===== src/rtl/sprite_rom_arbiter.sv =====
// Round-robin arbiter sharing one synchronous sprite ROM read port among NREQ requesters.
// Optional SPRITE_ARB_BIRD_PRIO_EN gives requester 0 absolute priority.
module sprite_rom_arbiter #(
    parameter int unsigned NREQ    = 4,
    parameter int unsigned AW      = 14,
    parameter int unsigned DW      = 12,
    parameter int unsigned ROM_LAT = 2
) (
    input  logic                 clk,
    input  logic                 rstn,
    input  logic                 frame_start,
    input  logic [NREQ-1:0]      req,
    input  logic [NREQ*AW-1:0]   addr,
    output logic [NREQ-1:0]      gnt,
    output logic                 rom_en,
    output logic [AW-1:0]        rom_addr,
    input  logic [DW-1:0]        rom_data,
    output logic [NREQ-1:0]      rd_valid,
    output logic [DW-1:0]        rd_data,
    output logic                 busy
);

    localparam int unsigned PW = (NREQ > 1) ? $clog2(NREQ) : 1;

    logic [PW-1:0]                 ptr_q, ptr_d;
    logic                          rom_en_q, rom_en_d;
    logic [AW-1:0]                 rom_addr_q, rom_addr_d;
    logic [ROM_LAT:0][NREQ-1:0]    tag_q, tag_d;
    logic [NREQ-1:0]               rd_valid_q, rd_valid_d;
    logic [DW-1:0]                 rd_data_q, rd_data_d;

    logic [NREQ-1:0]               gnt_oh;
    logic [PW-1:0]                 gnt_idx;
    logic                          gnt_any;
    logic [PW-1:0]                 cand;

    // First asserted request at or after ptr, wrapping modulo NREQ.
    always_comb begin
        gnt_oh  = '0;
        gnt_idx = '0;
        gnt_any = 1'b0;
        cand    = '0;
        for (int unsigned k = 0; k < NREQ; k++) begin
            cand = PW'((32'(ptr_q) + k) % NREQ);
`ifdef SPRITE_ARB_BIRD_PRIO_EN
            if (!gnt_any && req[cand] && (cand != '0)) begin
`else
            if (!gnt_any && req[cand]) begin
`endif
                gnt_any      = 1'b1;
                gnt_idx      = cand;
                gnt_oh       = '0;
                gnt_oh[cand] = 1'b1;
            end
        end
`ifdef SPRITE_ARB_BIRD_PRIO_EN
        if (req[0]) begin
            gnt_any = 1'b1;
            gnt_idx = '0;
            gnt_oh  = '0;
            gnt_oh[0] = 1'b1;
        end
`endif
        if (!rstn) begin
            gnt_any = 1'b0;
            gnt_oh  = '0;
        end
    end

    assign gnt = gnt_oh;

    always_comb begin
        ptr_d = ptr_q;
`ifdef SPRITE_ARB_BIRD_PRIO_EN
        if (gnt_any && (gnt_idx != '0)) begin
`else
        if (gnt_any) begin
`endif
            ptr_d = (gnt_idx == PW'(NREQ - 1)) ? '0 : gnt_idx + 1'b1;
        end
        // Frame start re-seeds the pointer and wins over a same-cycle grant update.
        if (frame_start) begin
`ifdef SPRITE_ARB_BIRD_PRIO_EN
            ptr_d = PW'(1);
`else
            ptr_d = '0;
`endif
        end
    end

    always_comb begin
        rom_en_d   = gnt_any;
        rom_addr_d = rom_addr_q;
        if (gnt_any) begin
            rom_addr_d = addr[32'(gnt_idx)*AW +: AW];
        end
        tag_d      = {tag_q[ROM_LAT-1:0], gnt_oh};
        rd_valid_d = tag_q[ROM_LAT];
        rd_data_d  = (|tag_q[ROM_LAT]) ? rom_data : rd_data_q;
    end

    always_ff @(posedge clk or negedge rstn) begin
        if (!rstn) begin
            ptr_q      <= '0;
            rom_en_q   <= 1'b0;
            rom_addr_q <= '0;
            tag_q      <= '0;
            rd_valid_q <= '0;
            rd_data_q  <= '0;
        end else begin
            ptr_q      <= ptr_d;
            rom_en_q   <= rom_en_d;
            rom_addr_q <= rom_addr_d;
            tag_q      <= tag_d;
            rd_valid_q <= rd_valid_d;
            rd_data_q  <= rd_data_d;
        end
    end

    assign rom_en   = rom_en_q;
    assign rom_addr = rom_addr_q;
    assign rd_valid = rd_valid_q;
    assign rd_data  = rd_data_q;
    assign busy     = rom_en_q | (|tag_q);

endmodule


===== config.mk =====
export PLATFORM = sky130hd
export DESIGN_NAME = sprite_rom_arbiter
export DESIGN_NICKNAME = d
export VERILOG_FILES = /design/src/rtl/sprite_rom_arbiter.sv
export SDC_FILE = /design/constraint.sdc
export NUM_CORES = 1
export LEC_CHECK = 0
export CORE_MARGIN = 4
export CORE_UTILIZATION = 49
export CTS_CLUSTER_SIZE = 20
export DETAILED_ROUTE_END_ITERATION = 10
export PLACE_DENSITY = 0.94
export SLEW_MARGIN = 20
export SYNTH_ARGS = -nofsm -noshare
export SYNTH_HDL_FRONTEND = slang
export SYNTH_SLANG_ARGS = --single-unit

===== constraint.sdc =====
create_clock -name clk -period 10.2 [get_ports clk]
set_input_delay 3.06 -clock clk [delete_from_list [all_inputs] [get_ports clk]]
set_output_delay 3.06 -clock clk [all_outputs]
set_load 0.02 [all_outputs]

==> metrics, run 1 <==
outcome=complete, no violations; Fin. Hold Viols=0; Rel. slew slack=0.428; Setup violations, final=0; DRT antenna net count=0; Total Routing Usage GR=0.225; syn_nets=between 300 and 400; crit path kind=in -> out; initial antenna violation count=0; post-synth top area share=0.373; CTS Sinks=between 40 and 50; GP Congestion=~0.76; Comb pwr share=0.563; drt wl/cell=roughly 19 um; Antenna diodes=0; Worst Hold Depth=0; nature of the critical path endpoint=primary output; syn avg cell area=between 10 and 15 um^2; largest net degree at the start of global routing=51; worst clock skew=between 3 and 4 ps; Worst Path Max Fanout=15; Die Wd=about 86 um; r2r setup slk=6150 ps; CTS tree=done; wl on met1=about 3500 um; vias in the first global route=about 2600; Startpoint Class=input port; leakage power=between 1.5 and 2 nW; via/cell ratio=5.91; Post-synth EDFFs=0; hold_buf cts=0; layout cell share with drive strength beyond 1=0.182; Starting DRT DRC Count=190; FF-to-FF Start=ptr_q[0]; Clock Tree Root=clkbuf_8; final setup margin=1030 ps; Worst-Skew Late Latency=between 200 and 300 ps; Initial Util=0.507; Core Rows=28; hold path start=tag_d[10]; switching power=about 0.36 mW; sequential-to-total area share from yosys stat=0.373; HPWL Detailed=6280 um; Worst Path Required=around 7100 ps; most frequent cells in the layout=109 x clkdlybuf4s50_1, 45 x dfrtp_1, 27 x nand3_1, 18 x and2_1; top cells by area, synth=dfrtp_1 37%, a2111oi_2 4.5%, nand3_1 4.5%; Sw Share=0.412; die footprint=between 7000 and 8000 um^2; clk buf depth=2; Placeable Area=about 6000 um^2; met2 wire len=around 4000 um; RSZ-0062 raised after global routing=no; Hold Path End=rd_valid_d[2]; detailed-route DRC error count=0; via count=2649; final-stage net count=452; register bit total from synthesis=45; most area-hungry cell type in the Yosys netlist=dfrtp_1; WHS=approximately 380 ps; Area after DPL=between 4000 and 5000 um^2; Die H=approximately 86 um; Cell Int Power=between 0.5 and 0.6 mW; Max Cap Viol=0; total power=slightly below 0.9 mW; Critical Path AT=a little over 6000 ps; Mapped Cells=282; Synth async-reset ratio=1.00; highest clock rate=between 100 and 150 MHz; first-pass GRT wire length=approximately 13000 um; Worst Max-Slew Pin Slew=~840 ps; length of routed met3 wiring=642 um; total CTS buffers=5; Setup WS pre-CTS=between 1000 and 1500 ps; Syn. warnings=0; peak supply drop=0.171 mV; Top FF cell, synth=dfrtp_1; Post-Route WL=8310 um; fin area=4130 um^2; FF-to-FF path depth=9; post-CTS resize count=0; GR Overflow Total=0; sequential share of power=0.311; CTS H-tree lvls=2; fin crit share=0.899; Ports=between 100 and 150; mapped cell area=a little over 3000 um^2; worst r2r dst=rom_addr[3]; Clock power frac=0.126; setup_tns=0 ps; Slew Viols, Final=0; Worst Hold Class=reg -> reg; I/O Buffers=110; most common cell after layout, fill and taps aside=clkdlybuf4s50_1; DR top layer=met4; Setup Fix Bufs, Post-CTS=0; Area Overhead vs Synth=36.9%; DRT Pass-1 Iters=5; CTS clock-pin slew for the worst setup and hold paths=about 90 ps; pwr/cell area=between 200 and 250 nW/um^2; Distinct cells, synth=49; crit path time final=between 9000 and 10000 ps
worst max path at each step:
| stage | start | endpoint | slack (ps) |
|---|---|---|---|
| 2_1_floorplan | req[0] | gnt[0] | 2460 |
| 4_1_cts | req[3] | gnt[2] | 1100 |
| 6_report | req[3] | gnt[2] | 1030 |
| 5_1_grt | req[3] | gnt[2] | 850 |
| 3_5_place_dp | req[3] | gnt[2] | 1100 |
| 3_3_place_gp | req[3] | gnt[0] | 900 |
synth_stat cells (2+ instances only):
master,instances
a2111oi_0,3
a2111oi_2,9
a2111oi_4,2
a211oi_1,4
a211oi_2,10
a21boi_0,13
a21oi_1,3
a22oi_1,8
and2_1,18
buf_2,2
buf_4,6
buf_6,6
clkbuf_1,15
dfrtp_1,45
ha_1,5
inv_1,4
mux2_2,12
mux2i_1,6
mux4_2,2
nand2_1,17
nand3_1,27
nor2_1,6
nor3_1,2
nor4_1,2
o21ai_0,17
o21ai_2,2
o31ai_1,4
o31ai_2,10
or3_1,2
flip-flops by register name (all words and copies together) (netlist names):
register,count
rd_valid_d,4
rom_en,1
rom_addr,14
rd_valid,4
tag_d,8
rd_data,12
ptr_q,2
cell families after synthesis:
family | after synthesis | synth area share
mux | 20 | 0.0796
compound gates | 94 | 0.301
fa+ha+maj | 5 | 0.0207
buf+inv | 35 | 0.0759
xor+xnor | 1 | 0.00290
simple gates | 82 | 0.146
flops | 45 | 0.373
power groups by stage:
stage | combinational [mW] | clock [mW] | sequential, mW
after floorplan | 0.256 | 0 | 0.327
after CTS | 0.489 | 0.113 | 0.269
after global routing | 0.519 | 0.122 | 0.277
after detailed placement | 0.488 | 0 | 0.273
after global placement | 0.471 | 0 | 0.265
final | 0.487 | 0.109 | 0.269
routing by layer:
| metal | GRT usage | vias to the layer above |
|---|---|---|
| met3 | 0.0418 | 10 |
| met1 | 0.299 | 1262 |
| met5 | 0 | - |
| li1 | - | 1235 |
| met4 | 0.0652 | 0 |
| met2 | 0.375 | 142 |
area by class of cell:
class / count / area, um^2
clock buffer: 5 / 68.8
sequential: 45 / 1130
multi-input combinational: 202 / 1680
timing repair buffer: 114 / 1130
clock inverter: 3 / 22.5
inverter: 4 / 15.0
fill: 452 / 1820
tap: 75 / 93.8
worst max-delay path, stage by stage:
cell             delay (ps)
clkdlybuf4s50_1         610
mux2i_2                 770
mux2i_1                 490
a22oi_1                 280
o21ai_0                 140
and2_1                  220
clkdlybuf4s50_1         540
through the flow:
| step | util | cells |
|---|---|---|
| final | 0.694 | 448 |
| after global routing | 0.694 | 448 |
| after CTS | 0.694 | 448 |
| after detailed placement | 0.679 | 440 |
| after global placement | 0.678 | 440 |
| after floorplan | - | 282 |
Note: power is estimated with default switching activity, not from simulation.
==> run 2: changes to the inputs <==
--- a/config.mk
+++ b/config.mk
@@ -6,11 +6,11 @@
 export NUM_CORES = 1
 export LEC_CHECK = 0
 export CORE_MARGIN = 4
-export CORE_UTILIZATION = 49
+export CORE_UTILIZATION = 45
 export CTS_CLUSTER_SIZE = 20
 export DETAILED_ROUTE_END_ITERATION = 10
-export PLACE_DENSITY = 0.94
-export SLEW_MARGIN = 20
+export PLACE_DENSITY = 0.89
+export SLEW_MARGIN = 15
 export SYNTH_ARGS = -nofsm -noshare
 export SYNTH_HDL_FRONTEND = slang
 export SYNTH_SLANG_ARGS = --single-unit
==> constraint.sdc (replaced) <==
create_clock -name clk -period 10.03 [get_ports clk]
set_input_delay 3.009 -clock clk [delete_from_list [all_inputs] [get_ports clk]]
set_output_delay 3.009 -clock clk [all_outputs]
set_load 0.02 [all_outputs]
==> run 2 against run 1 <==
Net effect:
- critical path depth did not move
- clock power rose by 46%
- critical path type unchanged
- register-to-register slack got worse by 150 ps
- highest routed layer unchanged
==> metrics, run 2 (synthesis gave the netlist of run 1 again) <==
Setup WS pre-CTS=1040 ps (was 1100 ps); CTS tree=done (unchanged); Max Cap Viol=0 (unchanged); total CTS buffers=5 (unchanged); DRT antenna net count=0 (unchanged); max FFs per register=14 (unchanged); Setup violations, final=0 (unchanged); Rel. slew slack=0.443 (was 0.428); Die Wd=89.9 um (was 86.5 um); die footprint=8080 um^2 (was 7480 um^2); crit path kind=in -> out (unchanged); Initial Util=0.470 (was 0.507); grt met2 use=0.332 (was 0.375); Post-Route WL=8180 um (was 8310 um); Clock Tree Root=clkbuf_8 (unchanged); via count=2597 (was 2649); Setup Fix Bufs, Post-CTS=0 (unchanged); Worst Path Max Fanout=33 (was 15); highest clock rate=~110 MHz; met1 Use GR=0.271 (was 0.299); Ports=111 (unchanged); Worst-Skew Late Latency=290 ps (about the same); crit path time final=between 9000 and 10000 ps; Worst Path Required=7020 ps (was 7140 ps); GP Congestion=0.757 (was 0.756); outcome=complete, no violations (unchanged); post-CTS resize count=0 (unchanged); Fin. Hold Viols=0 (unchanged); Cell Int Power=0.569 mW (was 0.509 mW); Worst Hold Class=reg -> reg (unchanged); number of fillers in the final layout=532 (was 452); Sw Share=0.383 (was 0.412); Critical Path AT=5990 ps (was 6110 ps); Comb pwr share=0.533 (was 0.563); HPWL Detailed=6340 um (was 6280 um); Antenna diodes=0 (unchanged); total power=0.923 mW (was 0.865 mW); CTS H-tree lvls=2 (unchanged); via/cell ratio=5.76 (was 5.91); Clock power frac=0.172 (was 0.126); CTS Sinks=45 (unchanged); layout cell share with drive strength beyond 1=0.182 (about the same); pwr/cell area=221 nW/um^2 (was 209 nW/um^2); peak supply drop=0.0984 mV (was 0.171 mV); most frequent cells in the layout=109 x clkdlybuf4s50_1, 45 x dfrtp_1, 27 x nand3_1, 18 x and2_1 (unchanged); switching power=0.354 mW (was 0.356 mW); Startpoint Class=input port (unchanged); Area Overhead vs Synth=38.7% (was 36.9%); Die H=89.9 um (was 86.5 um); clk buf depth=2 (unchanged); met3 Resource Use GR=0.0434 (was 0.0418); RSZ-0062 raised after global routing=no (unchanged); most common cell after layout, fill and taps aside=clkdlybuf4s50_1 (unchanged); Core Util, Final=0.652 (was 0.694); Most Crowded Layer GR=met2 (unchanged); first-pass GRT wire length=13400 um (was 13200 um); GR Overflow Total=0 (unchanged); Core Rows=29 (was 28); largest net degree at the start of global routing=47 (was 51); final-stage net count=453 (was 452); Slew Viols, Final=0 (unchanged); final setup margin=1030 ps (about the same); drt wl/cell=18.1 um (was 18.5 um); initial antenna violation count=0 (unchanged); sequential share of power=0.294 (was 0.311); fin crit share=0.898; Worst Max-Slew Pin Slew=813 ps (was 841 ps); nature of the critical path endpoint=primary output (unchanged); worst clock skew=3.74 ps (was 3.43 ps); Starting DRT DRC Count=74 (was 190); detailed-route DRC error count=0 (unchanged); CTS clock-pin slew for the worst setup and hold paths=80 ps (was 90 ps); DRT Pass-1 Iters=4 (was 5); Placeable Area=6420 um^2 (was 5960 um^2); leakage power=1.57 nW (was 1.53 nW); WHS=383 ps (was 377 ps); hold_buf cts=0 (unchanged); vias in the first global route=2593 (was 2646); I/O Buffers=110 (unchanged); setup_tns=0 ps (unchanged); Total Routing Usage GR=0.202 (was 0.225)
-- run 2: area by class of cell --
class,instances,area (um^2),share of cell area
multi-input combinational,202,1680,0.401
timing repair buffer,115,1130,0.271
sequential,45,1130,0.269
tap,77,96.3,0.0230
clock buffer,5,68.8,0.0164
clock inverter,3,68.8,0.0164
inverter,4,15.0,0.00359
-- run 2: worst max-delay path, cell delays in order --
cell and delay [ps]:
clkdlybuf4s50_1 620, mux4_2 680, nor2b_4 570, a22oi_1 150
o21ai_0 180, and2_1 160, clkdlybuf4s50_1 610
-- run 2: layer usage --
metal  vias to the layer above  share of wire
li1                       1234              -
met1                      1246           0.43
met2                       105           0.49
met3                        12          0.059
met4                         0          0.018
met5                         -              0
-- run 2: power groups by stage --
stage / Clock, mW / Sequential [mW] / Combinational [mW]
CTS: 0.164 / 0.273 / 0.496
floorplan: 0 / 0.332 / 0.260
global placement: 0 / 0.271 / 0.482
global route: 0.171 / 0.279 / 0.527
finish: 0.159 / 0.272 / 0.492
detailed placement: 0 / 0.277 / 0.495
-- run 2: worst paths after layout --
kind,start,end,slack [ps],cells after the start
max,req[3],gnt[0],1030,7
min,tag_d[7],tag_d[11],380,0
max reg2reg,ptr_q[0],rom_addr[3],6000,9
min reg2reg,tag_d[7],tag_d[11],380,0
max in group asynchronous,rstn,rom_addr[3],6790,2
min in group asynchronous,rstn,rd_valid_d[0],2860,2
-- run 2: stage by stage --
step | cell area, um^2 | cells
after floorplan | 3020 | 282
after global routing | 4190 | 451
after CTS | 4190 | 451
final | 4190 | 451
after global placement | 4050 | 443
after detailed placement | 4050 | 443
